### config.mk
export PLATFORM = sky130hd
export DESIGN_NAME = pwm_generator_mc
export DESIGN_NICKNAME = d
export VERILOG_FILES = /design/src/rtl/pwm_generator_mc.sv
export SDC_FILE = /design/constraint.sdc
export NUM_CORES = 1
export LEC_CHECK = 0
export BUFFER_PORTS_ARGS = -buffer_cell sky130_fd_sc_hd__buf_2
export CORE_MARGIN = 8
export CORE_UTILIZATION = 48
export CTS_CLUSTER_DIAMETER = 150
export DETAILED_ROUTE_END_ITERATION = 8
export GPL_ROUTABILITY_DRIVEN = 0
export GPL_TIMING_DRIVEN = 0
export PLACE_DENSITY_LB_ADDON = 0.25
export SYNTH_ARGS = -nofsm -noshare
export SYNTH_HDL_FRONTEND = slang
export SYNTH_SLANG_ARGS = --single-unit
### constraint.sdc
create_clock -name Clk50M -period 6.2 [get_ports Clk50M]
set_input_delay 0.93 -clock Clk50M [delete_from_list [all_inputs] [get_ports Clk50M]]
set_output_delay 0.93 -clock Clk50M [all_outputs]
set_load 0.01 [all_outputs]
### src/rtl/pwm_generator_mc.sv
// pwm_generator_mc: multi-channel PWM with shared edge/center-aligned counter
// and shadowed configuration that swaps in only at period boundaries.
module pwm_generator_mc #(
    parameter int N_CH  = 4,
    parameter int CNT_W = 32
) (
    input  logic                   Clk50M,
    input  logic                   Rst,
    input  logic                   cnt_en,
    input  logic [CNT_W-1:0]       counter_arr,
    input  logic [N_CH*CNT_W-1:0]  counter_ccr,
    input  logic                   center_mode,
    input  logic [N_CH-1:0]        pol,
    input  logic                   load,
    output logic [N_CH-1:0]        o_pwm,
    output logic                   o_update,
    output logic [CNT_W-1:0]       o_cnt,
    output logic                   o_dir
);
    logic [CNT_W-1:0]      cnt_q, cnt_d, arr_q, arr_d;
    logic [N_CH*CNT_W-1:0] ccr_q, ccr_d;
    logic [N_CH-1:0]       pol_q, pol_d, pwm_q, pwm_d;
    logic                  dir_q, dir_d, mode_q, mode_d, pend_q, pend_d, upd_q, upd_d;
    logic                  evt, cap;

    always_comb begin
        evt    = cnt_en && (mode_q ? (arr_q == '0 || (dir_q && cnt_q == CNT_W'(1))) : cnt_q == arr_q);
        cap    = pend_q && (evt || !cnt_en);
        upd_d  = evt;
        pend_d = cap ? 1'b0 : (pend_q | load);
        arr_d  = cap ? counter_arr : arr_q;
        ccr_d  = cap ? counter_ccr : ccr_q;
        mode_d = cap ? center_mode : mode_q;
        pol_d  = cap ? pol : pol_q;
        // dir goes high on the cycle the counter reaches the top, so the 1->0 step is the boundary
        cnt_d  = !cnt_en ? (cap ? '0 : cnt_q) :
                 evt ? '0 :
                 (mode_q && dir_q) ? cnt_q - CNT_W'(1) : cnt_q + CNT_W'(1);
        dir_d  = !cnt_en ? (cap ? 1'b0 : dir_q) :
                 evt ? 1'b0 :
                 mode_q && (dir_q || cnt_q + CNT_W'(1) == arr_q);
        pwm_d  = '0;
        for (int i = 0; i < N_CH; i++)
            pwm_d[i] = (cnt_q < ccr_q[i*CNT_W +: CNT_W]) ^ pol_q[i];
    end

    always_ff @(posedge Clk50M) begin
        if (Rst) begin
            cnt_q  <= '0;
            dir_q  <= 1'b0;
            pwm_q  <= '0;
            upd_q  <= 1'b0;
            arr_q  <= '0;
            ccr_q  <= '0;
            mode_q <= 1'b0;
            pol_q  <= '0;
            pend_q <= 1'b1;
        end else begin
            cnt_q  <= cnt_d;
            dir_q  <= dir_d;
            pwm_q  <= pwm_d;
            upd_q  <= upd_d;
            arr_q  <= arr_d;
            ccr_q  <= ccr_d;
            mode_q <= mode_d;
            pol_q  <= pol_d;
            pend_q <= pend_d;
        end
    end

    assign o_pwm    = pwm_q;
    assign o_update = upd_q;
    assign o_cnt    = cnt_q;
    assign o_dir    = dir_q;
endmodule

==> flow_metrics.tcl, run 1 <==
set metrics [dict create \
    die_h_um 178 \
    grt_pass1_wl_mm 64.5 \
    hp-class "reg -> reg" \
    syn2layout_area_growth_pct 18.1 \
    ant_nets 0 \
    ff2ff_setup_slack_ps 2730 \
    cts_num_sinks 204 \
    period_share_pct 55.9 \
    syn_inst 1645 \
    cts_hold_buffers 0 \
    synthesis.nets 1941 \
    drive_above_1_share_pct 18.2 \
    path_max_fanout 10 \
    cts_resized 0 \
    cp-startpoint "o_cnt[22]" \
    power_mw 3.43 \
    clk_latency_ps 540 \
    start_util_pct 48.7 \
    cts_tree "done" \
    ys_types 79 \
    antenna_cells 0 \
    wl_per_cell_um 18.7 \
    viasPerCell 5.62 \
    n_fill_cell 2454 \
    synth_ff_type "dfxtp_1" \
    fin_nets 2173 \
    cap_violations 0 \
    grt-ovfl-total 0 \
    post-cts-setup-buffer-count 0 \
    fin_tns_setup_ps 0 \
    fin_crit_ps 3470 \
    core_um2 25900 \
    status "finished clean" \
    pre_cts_ws_ps 2770 \
    htree_levels 1 \
    grt_start_max_net_pins 14 \
    hold_start "ccr_q[90]" \
    setup_viol 0 \
    grt_pass1_vias 12300 \
    dpl_cell_area_um2 14100 \
    hold_ws_ps 452 \
    min_path_cells 2 \
    fin_ws_ps 2730 \
    clockBufferDepth 3 \
    fmax_ghz 0.288 \
    p_leak_nw 6.79 \
    utilization_pct 57.5 \
    place_hpwl_mm 32.2 \
    clk_pin_slew_ps 60 \
    yosys_warnings 0 \
    drtPass1Iterations 6 \
    antenna_found_initial 0 \
    max-vdd-ir-drop_uv 176 \
    final_cell_count_no_fill 2231 \
    cts-buffers-inserted 25 \
    die-area_um2 31700 \
    start_kind "flop" \
    post-place-cells 2185 \
    slew_violations 0 \
    worst_clock_skew_ps 17.8 \
    synth.ff_latch_count 204 \
    ys_seq_area_share_pct 32.4 \
    num_rows 59 \
    io_pins 207 \
    syn-cell-area_um2 12600 \
    synth.area.top_cells "dfxtp_1 32%, ha_1 13%, nand2_1 11%, a21oi_1 8.2%, inv_1 4.3%" \
    power_density_nw_per_um2 230 \
    rsz0062_at_grt "false" \
    yosys.area.top_type "dfxtp_1" \
    cp.arrival_ps 3910 \
    synth_top_area_share_pct 32.4 \
    synth_edf_count 0 \
    drc 0 \
    final_area_um2 14900 \
    rr_worst_depth 11 \
    r2r-start "o_cnt[22]" \
    vias 12500 \
    yosys-top-cells-count "366 x nand2_1, 207 x a21oi_1, 204 x dfxtp_1" \
    drt_iter0_markers 928 \
    port_buffers 205 \
    clock-root-buffer "clkbuf_16" \
    slew_headroom_pct 22.4 \
    synth_most_common_cell "nand2_1" \
    crit_type "reg -> reg" \
    endpoint_kind "flop" \
    async_reset_ff_share_pct 0 \
    required_ps 6640 \
    avgSynthCellArea_um2 7.67 \
    routed_wl_mm 41.7 \
    finalHoldViolCount 0 \
    tightest_slew_ps 1160 \
    grt_usage_pct 25.5 \
    die_w_um 178 \
]
==> final timing paths <==
kind / endpoint
worst min-delay path: ccr_q[90]
worst min register to register: ccr_q[90]
worst max register to register: o_cnt[30]
worst max-delay path: o_cnt[30]
==> cell families (layout without fill, tap and decap cells) <==
logic type / Yosys count / after routing / synth area share (%)
flip-flops: 204 / 204 / 32.4
AO/OA/AOI/OAI: 400 / 400 / 19.2
AND/OR/NAND/NOR: 614 / 614 / 22.6
XOR/XNOR: 48 / 48 / 3.33
adder cells (fa/ha/maj): 127 / 127 / 12.6
buffers and inverters: 239 / 490 / 8.74
multiplexers: 13 / 13 / 1.14
==> layer usage <==
| layer | share of wire (%) | routed length, um | global-route usage, % |
|---|---|---|---|
| met5 | 0 | 0 | 0 |
| met4 | 3.6 | 1480 | 9.17 |
| met3 | 8.7 | 3610 | 4.45 |
| met2 | 46 | 19300 | 42.5 |
| met1 | 42 | 17300 | 32.7 |
==> report_power, final <==
part | switching, mW | internal [mW] | total, mW
Combinational | 0.288 | 0.211 | 0.499
Clock | 0.594 | 0.906 | 1.50
Sequential | 0.0502 | 1.38 | 1.43
==> flip-flops by register name, summed over array words and instances, names as in the netlist, 4 cells and up <==
register and flops:
o_cnt 32, arr_q 32, ccr_q 128, pol_q 4, o_pwm 4
==> cell usage in the layout (no fill, tap or decap), types with 5 or more instances in the layout <==
cell	n
a211oi_1	10
a21o_1	45
a21oi_1	207
a21oi_2	10
a31oi_1	8
a41oi_1	7
and2_1	5
and3_1	13
and4_1	8
buf_2	236
buf_6	18
clkbuf_1	44
clkbuf_16	25
dfxtp_1	204
ha_1	127
inv_1	145
mux2_2	7
mux2i_1	5
nand2_1	366
nand2_2	10
nand2b_1	8
nand3_1	18
nand4_1	41
nor2_1	53
nor2b_1	8
nor3_1	22
nor4_1	18
o211ai_1	5
o21a_1	5
o21ai_0	50
or3_1	20
or4_1	6
xnor2_1	15
xor2_1	33
==> worst max-delay path: stages (launching register included) <==
cell and delay (ps):
dfxtp_1 700, buf_2 330, nor3_1 80, and4b_1 280, nand3_1 170, or3_1 140, buf_2 210, nand2_1 100
nor2_1 550, clkbuf_1 510, a21oi_1 130, o21ai_0 190
==> area by class of cell <==
cell class                      count  area [um2]  area share (%)
Multi-Input combinational cell   1202        7430            49.9
Sequential cell                   204        4080            27.4
Timing Repair Buffer              205        1030            6.88
Clock buffer                       33         686            4.60
Buffer                             93         554            3.72
Inverter                          146         548            3.68
Tap cell                          335         419            2.81
Clock inverter                     13         158            1.06
Power figures use the tool's default switching activity.
==> run 2, diff against run 1 <==
--- a/config.mk
+++ b/config.mk
@@ -5,6 +5,7 @@
 export SDC_FILE = /design/constraint.sdc
 export NUM_CORES = 1
 export LEC_CHECK = 0
+export ABC_AREA = 1
 export BUFFER_PORTS_ARGS = -buffer_cell sky130_fd_sc_hd__buf_2
 export CORE_MARGIN = 8
 export CORE_UTILIZATION = 48
==> constraint.sdc (replaced) <==
create_clock -name Clk50M -period 3.25 [get_ports Clk50M]
set_input_delay 0.4875 -clock Clk50M [delete_from_list [all_inputs] [get_ports Clk50M]]
set_output_delay 0.4875 -clock Clk50M [all_outputs]
set_load 0.01 [all_outputs]
==> run 2 against run 1 <==
Against the previous run:
- worst hold slack got worse by 250 ps
- global-route usage up 1.6 points
- worst setup slack lost 2600 ps
- area after synthesis grew 17%
- cell count increased by 28%
- clock power increased by 92%
- synthesized cell count grew 34%
- die area rose by 16%
- critical endpoint is now pol_q[1]
- routed wire length is 24% higher
==> flow_metrics.tcl, run 2 <==
set metrics [dict create \
    crit_type "reg -> reg" \
    port_buffers 205 \
    power_density_nw_per_um2 409 \
    synth_ff_type "dfxtp_1" \
    largest_reg_flops 128 \
    hp-class "in -> reg" \
    drive_above_1_share_pct 14.1 \
    max_stage_delay_ps 600 \
    place_hpwl_mm 40.3 \
    synth.ff_latch_count 204 \
    path_common_cell "buf_2" \
    tightest_slew_ps 1080 \
    wl_per_cell_um 18.0 \
    drt_iter0_markers 1352 \
    dpl_cell_area_um2 16300 \
    rsz0062_at_grt "false" \
    yosys_warnings 0 \
    core_um2 30500 \
    crit_chain "buf_2 -> xnor2_1 -> nand4_1 -> nor3_1 -> nand4_1 -> nand3_2 -> buf_2 -> buf_2 -> nand3b_1 -> nand2_1 -> nor2_1" \
    htree_levels 1 \
    path_buf_inv 3 \
    drc 0 \
    max-vdd-ir-drop_uv 343 \
    async_reset_ff_share_pct 0 \
    grt_pass1_vias 14700 \
    cts_num_sinks 204 \
    clk_pin_slew_ps 60 \
    clockBufferDepth 3 \
    cap_violations 0 \
    slew_headroom_pct 28.0 \
    slew_violations 0 \
    final_cell_count_no_fill 2858 \
    n_fill_cell 2994 \
    synth_edf_count 0 \
    ys_types 40 \
    status "finished clean" \
    syn2layout_area_growth_pct 16.0 \
    top_register "ccr_q" \
    routed_wl_mm 51.5 \
    grt_start_max_net_pins 14 \
    fin_ws_ps 126 \
    final_common_cell "nand2_1" \
    fin_crit_ps 3120 \
    cts_hold_buffers 0 \
    fin_tns_setup_ps 0 \
    cts_tree "done" \
    cp.arrival_ps 3560 \
    seqPwrFrac_pct 40.2 \
    cts-buffers-inserted 25 \
    synth_top_area_share_pct 27.6 \
    grt_pass1_wl_mm 78.9 \
    required_ps 3680 \
    final_area_um2 17200 \
    synth.area.top_cells "dfxtp_1 28%, nand2_1 13%, ha_1 11%, nand3b_1 9.3%, a21oi_1 8.9%" \
    io_pins 207 \
    cts_resized 0 \
    clk_latency_ps 560 \
    worst_clock_skew_ps 19.3 \
    die-area_um2 36700 \
    pwr-share-clk_pct 41.0 \
    antenna_found_initial 0 \
    ys_seq_area_share_pct 27.6 \
    path_max_fanout 10 \
    pre_cts_ws_ps 219 \
    power_mw 7.02 \
    yosys-top-cells-count "508 x nand2_1, 283 x nor2_1, 264 x a21oi_1" \
    endpoint_kind "flop" \
    die_w_um 192 \
    synthesis.nets 2508 \
    setup_viol 0 \
    grt-ovfl-total 0 \
    switching_share_pct 30.3 \
    drtPass1Iterations 7 \
    internal_power_mw 4.90 \
    num_rows 64 \
    clock-root-buffer "clkbuf_16" \
    syn_inst 2212 \
    grt_usage_pct 27.1 \
    p_leak_nw 8.19 \
    syn-cell-area_um2 14800 \
    start_kind "flop" \
    yosys.area.top_type "dfxtp_1" \
    cpLargestDelayFamily "buffers and inverters" \
    antenna_cells 0 \
    finalHoldViolCount 0 \
    period_share_pct 96.1 \
    start_util_pct 48.5 \
    post-cts-setup-buffer-count 0 \
    avgSynthCellArea_um2 6.69 \
    die_h_um 192 \
    ant_nets 0 \
    post-place-cells 2813 \
    pwr-share-comb_pct 18.8 \
    p_sw_mw 2.12 \
    cp_slowest_cell "dfxtp_1" \
    final_cell_mix "508 x nand2_1, 283 x nor2_1, 264 x a21oi_1, 257 x buf_2, 203 x dfxtp_1" \
    viasPerCell 5.53 \
    fmax_ghz 0.320 \
    fin_nets 2740 \
    vias 15800 \
    synth_most_common_cell "nand2_1" \
]
==> run 2: cell count changes in the layout (fill, tap and decap cells not counted), sizes merged, moves of 12 or more <==
| cell | change |
|---|---|
| nor2 | +237 |
| nand3b | +182 |
| nand2 | +131 |
| inv | +59 |
| a21oi | +57 |
| a21o | -45 |
| nand3 | +39 |
| buf | +36 |
| or3 | -20 |
| xnor2 | +19 |
| o21ai | -13 |
| and3 | -12 |
==> run 2: logic make-up (layout without fill, tap and decap cells) <==
family          Yosys count  count (layout)  share of synthesized area, %
compound gates          352             352                          12.8
buf+inv                 339             589                          9.69
xor+xnor                 69              69                          4.18
flops                   204             204                          27.6
mux                       2               2                         0.135
fa+ha+maj               127             127                          10.7
simple gates           1119            1119                          34.8
==> run 2: routing by layer <==
layer,GRT usage [%],up-vias,share of wire [%]
li1,-,7712,-
met1,38.3,7199,45
met2,39.9,770,41
met3,5.05,126,9.8
met4,11.2,0,4.1
met5,0,-,0
==> run 2: stage by stage <==
stage          hold slack [ps]  util (%)
2_1_floorplan              452         -
3_3_place_gp               460      53.5
3_5_place_dp               468      53.5
4_1_cts                    185      56.3
5_1_grt                    199      56.3
6_report                   199      56.3
==> run 2: power groups by stage <==
stage          Sequential, mW  Combinational, mW  Clock (mW)
3_5_place_dp             2.87               1.29           0
6_report                 2.82               1.32        2.88
2_1_floorplan            2.83              0.915           0
3_3_place_gp             2.86               1.25           0
5_1_grt                  2.84               1.48        3.01
4_1_cts                  2.82               1.30        2.91
==> run 2: final cells by class <==
class	instances	area, um2	share of cell area, %
multi-input cells	1669	9290	54.1
flip-flops and latches	204	4090	23.8
repair buffers	205	1030	5.97
inverters	205	769	4.48
clock buffers	35	743	4.33
plain buffers	134	666	3.87
well taps	396	495	2.88
clock inverters	10	106	0.619
==> run 2: path summary, 6_finish.rpt <==
check	startpoint	to	slack [ps]	cells past startpoint
worst min-delay path	load	pend_q	200	3
worst min register to register	ccr_q[91]	ccr_q[91]	480	2
worst max register to register	o_cnt[23]	pol_q[1]	130	11
worst max-delay path	o_cnt[23]	pol_q[1]	130	11
==> run 2: worst register-to-register path, cell delays in order, from the launching register on <==
cell	delay, ps
dfxtp_1	600
buf_2	320
xnor2_1	290
nand4_1	190
nor3_1	210
nand4_1	190
nand3_2	140
buf_2	360
buf_2	410
nand3b_1	120
nand2_1	130
nor2_1	60
==> run 3, diff against run 2 <==
--- a/config.mk
+++ b/config.mk
@@ -5,15 +5,15 @@
 export SDC_FILE = /design/constraint.sdc
 export NUM_CORES = 1
 export LEC_CHECK = 0
-export ABC_AREA = 1
-export BUFFER_PORTS_ARGS = -buffer_cell sky130_fd_sc_hd__buf_2
 export CORE_MARGIN = 8
 export CORE_UTILIZATION = 48
 export CTS_CLUSTER_DIAMETER = 150
 export DETAILED_ROUTE_END_ITERATION = 8
+export DONT_BUFFER_PORTS = 1
 export GPL_ROUTABILITY_DRIVEN = 0
 export GPL_TIMING_DRIVEN = 0
 export PLACE_DENSITY_LB_ADDON = 0.25
+export SLEW_MARGIN = 20
 export SYNTH_ARGS = -nofsm -noshare
 export SYNTH_HDL_FRONTEND = slang
 export SYNTH_SLANG_ARGS = --single-unit
==> run 3 against run 2 <==
Against the previous run:
- critical path depth down 2
- sequential cell count unchanged
- sequential share of layout area up 5.6 points
- clock power up 6%
- clock skew down 6.8 ps
- clock-buffer cell count down 5
- non-clock buffer count down 243
- die area down 14%
==> flow_metrics.tcl, run 3 (synthesis gave the netlist of run 1 again) <==
set metrics [dict create \
    ff2ff_setup_slack_ps 120 \
    htree_levels 1 \
    antenna_found_initial 2 \
    worst_clock_skew_ps 12.5 \
    drt_iter0_markers 741 \
    post-place-cells 1980 \
    required_ps 3700 \
    final_cell_count_no_fill 2028 \
    cts_tree "done" \
    seqPwrFrac_pct 41.3 \
    die_w_um 178 \
    cap_violations 0 \
    viasPerCell 5.82 \
    clk_latency_ps 530 \
    slew_headroom_pct 37.6 \
    max_stage_delay_ps 620 \
    antenna_cells 0 \
    fmax_ghz 0.320 \
    status "finished clean" \
    place_hpwl_mm 32.2 \
    p_sw_mw 1.76 \
    route.met2.wl_mm 19.0 \
    min_path_cells 2 \
    r2r-start "o_cnt[23]" \
    slew_violations 0 \
    port_buffers 0 \
    setup_viol 0 \
    clock-root-buffer "clkbuf_16" \
    tightest_slew_ps 928 \
    dpl_cell_area_um2 13000 \
    switching_share_pct 26.5 \
    hold_ws_ps 77.6 \
    grt_start_max_net_pins 14 \
    path_max_fanout 10 \
    hold_start "counter_ccr[115]" \
    wl_met1_mm 16.4 \
    drc 0 \
    final_cell_mix "366 x nand2_1, 207 x a21oi_1, 179 x dfxtp_1, 145 x inv_1, 127 x ha_1" \
    power_density_nw_per_um2 473 \
    worst_r2r_endpoint "o_dir" \
    pwr-share-comb_pct 12.6 \
    max-vdd-ir-drop_uv 323 \
    core_um2 25900 \
    drtPass1Iterations 5 \
    die-area_um2 31700 \
    pwr-share-clk_pct 46.1 \
    hold_end "ccr_q[115]" \
    vias 11800 \
    rr_worst_depth 9 \
    finalHoldViolCount 0 \
    start_kind "flop" \
    topRoutingLayerUsed "met5" \
    largest_reg_flops 128 \
    path_buf_inv 2 \
    routed_wl_mm 41.7 \
    clockBufferDepth 3 \
    start_util_pct 48.7 \
    crit_chain "clkbuf_1 -> and4_1 -> buf_4 -> nand4_1 -> o41ai_1 -> nand3b_1 -> a2111oi_2 -> a41oi_1 -> nor3_1" \
    cp_slowest_cell "dfxtp_2" \
    hp-class "in -> reg" \
    period_share_pct 96.2 \
    fin_nets 1971 \
    fin_crit_ps 3130 \
    drive_above_1_share_pct 10.5 \
    p_leak_nw 6.01 \
    clk_pin_slew_ps 60 \
    grt_pass1_wl_mm 63.1 \
    cts_num_sinks 204 \
    top_register "ccr_q" \
    final_common_cell "nand2_1" \
    grt_pass1_vias 11600 \
    power_mw 6.63 \
    syn2layout_area_growth_pct 11.1 \
    crit_type "reg -> reg" \
    io_pins 207 \
    grt_usage_pct 25.3 \
    num_rows 59 \
    wl_per_cell_um 20.5 \
    ant_nets 0 \
    grt-ovfl-total 0 \
    die_h_um 178 \
    endpoint_kind "flop" \
    utilization_pct 54.1 \
    rsz0062_at_grt "false" \
    cts_hold_buffers 0 \
    route.met3.wl_mm 4.47 \
    cpLargestDelayFamily "compound AO/OA/AOI/OAI gates" \
    cp.arrival_ps 3580 \
    cts-buffers-inserted 25 \
    final_area_um2 14000 \
    internal_power_mw 4.87 \
]
-- run 3: what timing repair did --
| item | CTS | global route |
|---|---|---|
| pin swaps | 0 | 2 |
| buffers inserted | 0 | 3 |
| hold endpoints to repair | 0 | 0 |
| setup endpoints to repair | 110 | 169 |
| resized for setup | 11 | 29 |
-- run 3: cell type report --
cell class | count | area, um2
clock inverter | 15 | 219
inverter | 146 | 548
buffer | 93 | 562
tap | 335 | 419
timing repair buffer | 3 | 22.5
fill | 2520 | 11900
clock buffer | 30 | 684
multi-input combinational | 1202 | 7450
sequential | 204 | 4120
-- run 3: worst register-to-register path: cells and delay by family, from the launching register on --
kind	cells	cell delay, ps
buffers and inverters	2	660
flip-flops	1	620
AO/OA/AOI/OAI	3	910
AND/OR/NAND/NOR	4	840
-- run 3: worst max path at each step --
stage	startpoint	end	slack, ps	depth (start not counted)
6_report	o_cnt[23]	o_dir	120	9
2_1_floorplan	o_cnt[9]	o_dir	650	9
5_1_grt	o_cnt[22]	o_dir	3	11
3_3_place_gp	o_cnt[24]	o_cnt[2]	-140	11
4_1_cts	o_cnt[2]	o_dir	20	9
3_5_place_dp	o_cnt[20]	o_cnt[30]	-170	10
-- run 3: per-stage QoR --
stage | TNS, ps | setup slack, ps
floorplan | 0 | 651
global placement | -2180 | -138
detailed placement | -2390 | -170
CTS | 0 | 24.8
global route | 0 | 2.93
finish | 0 | 124
-- run 3: metal layers --
metal / up-vias / track usage [%]
met2: 493 / 41.6
met4: 4 / 11.2
li1: 5720 / -
met1: 5456 / 29.9
met5: - / 0
met3: 128 / 7.96
-- run 3: power by group through the flow --
stage | logic (mW) | clock network, mW | registers [mW]
6_report | 0.834 | 3.06 | 2.74
5_1_grt | 0.934 | 3.21 | 2.75
4_1_cts | 0.831 | 3.09 | 2.74
3_5_place_dp | 0.824 | 0 | 2.79
3_3_place_gp | 0.806 | 0 | 2.79
2_1_floorplan | 0.630 | 0 | 2.76
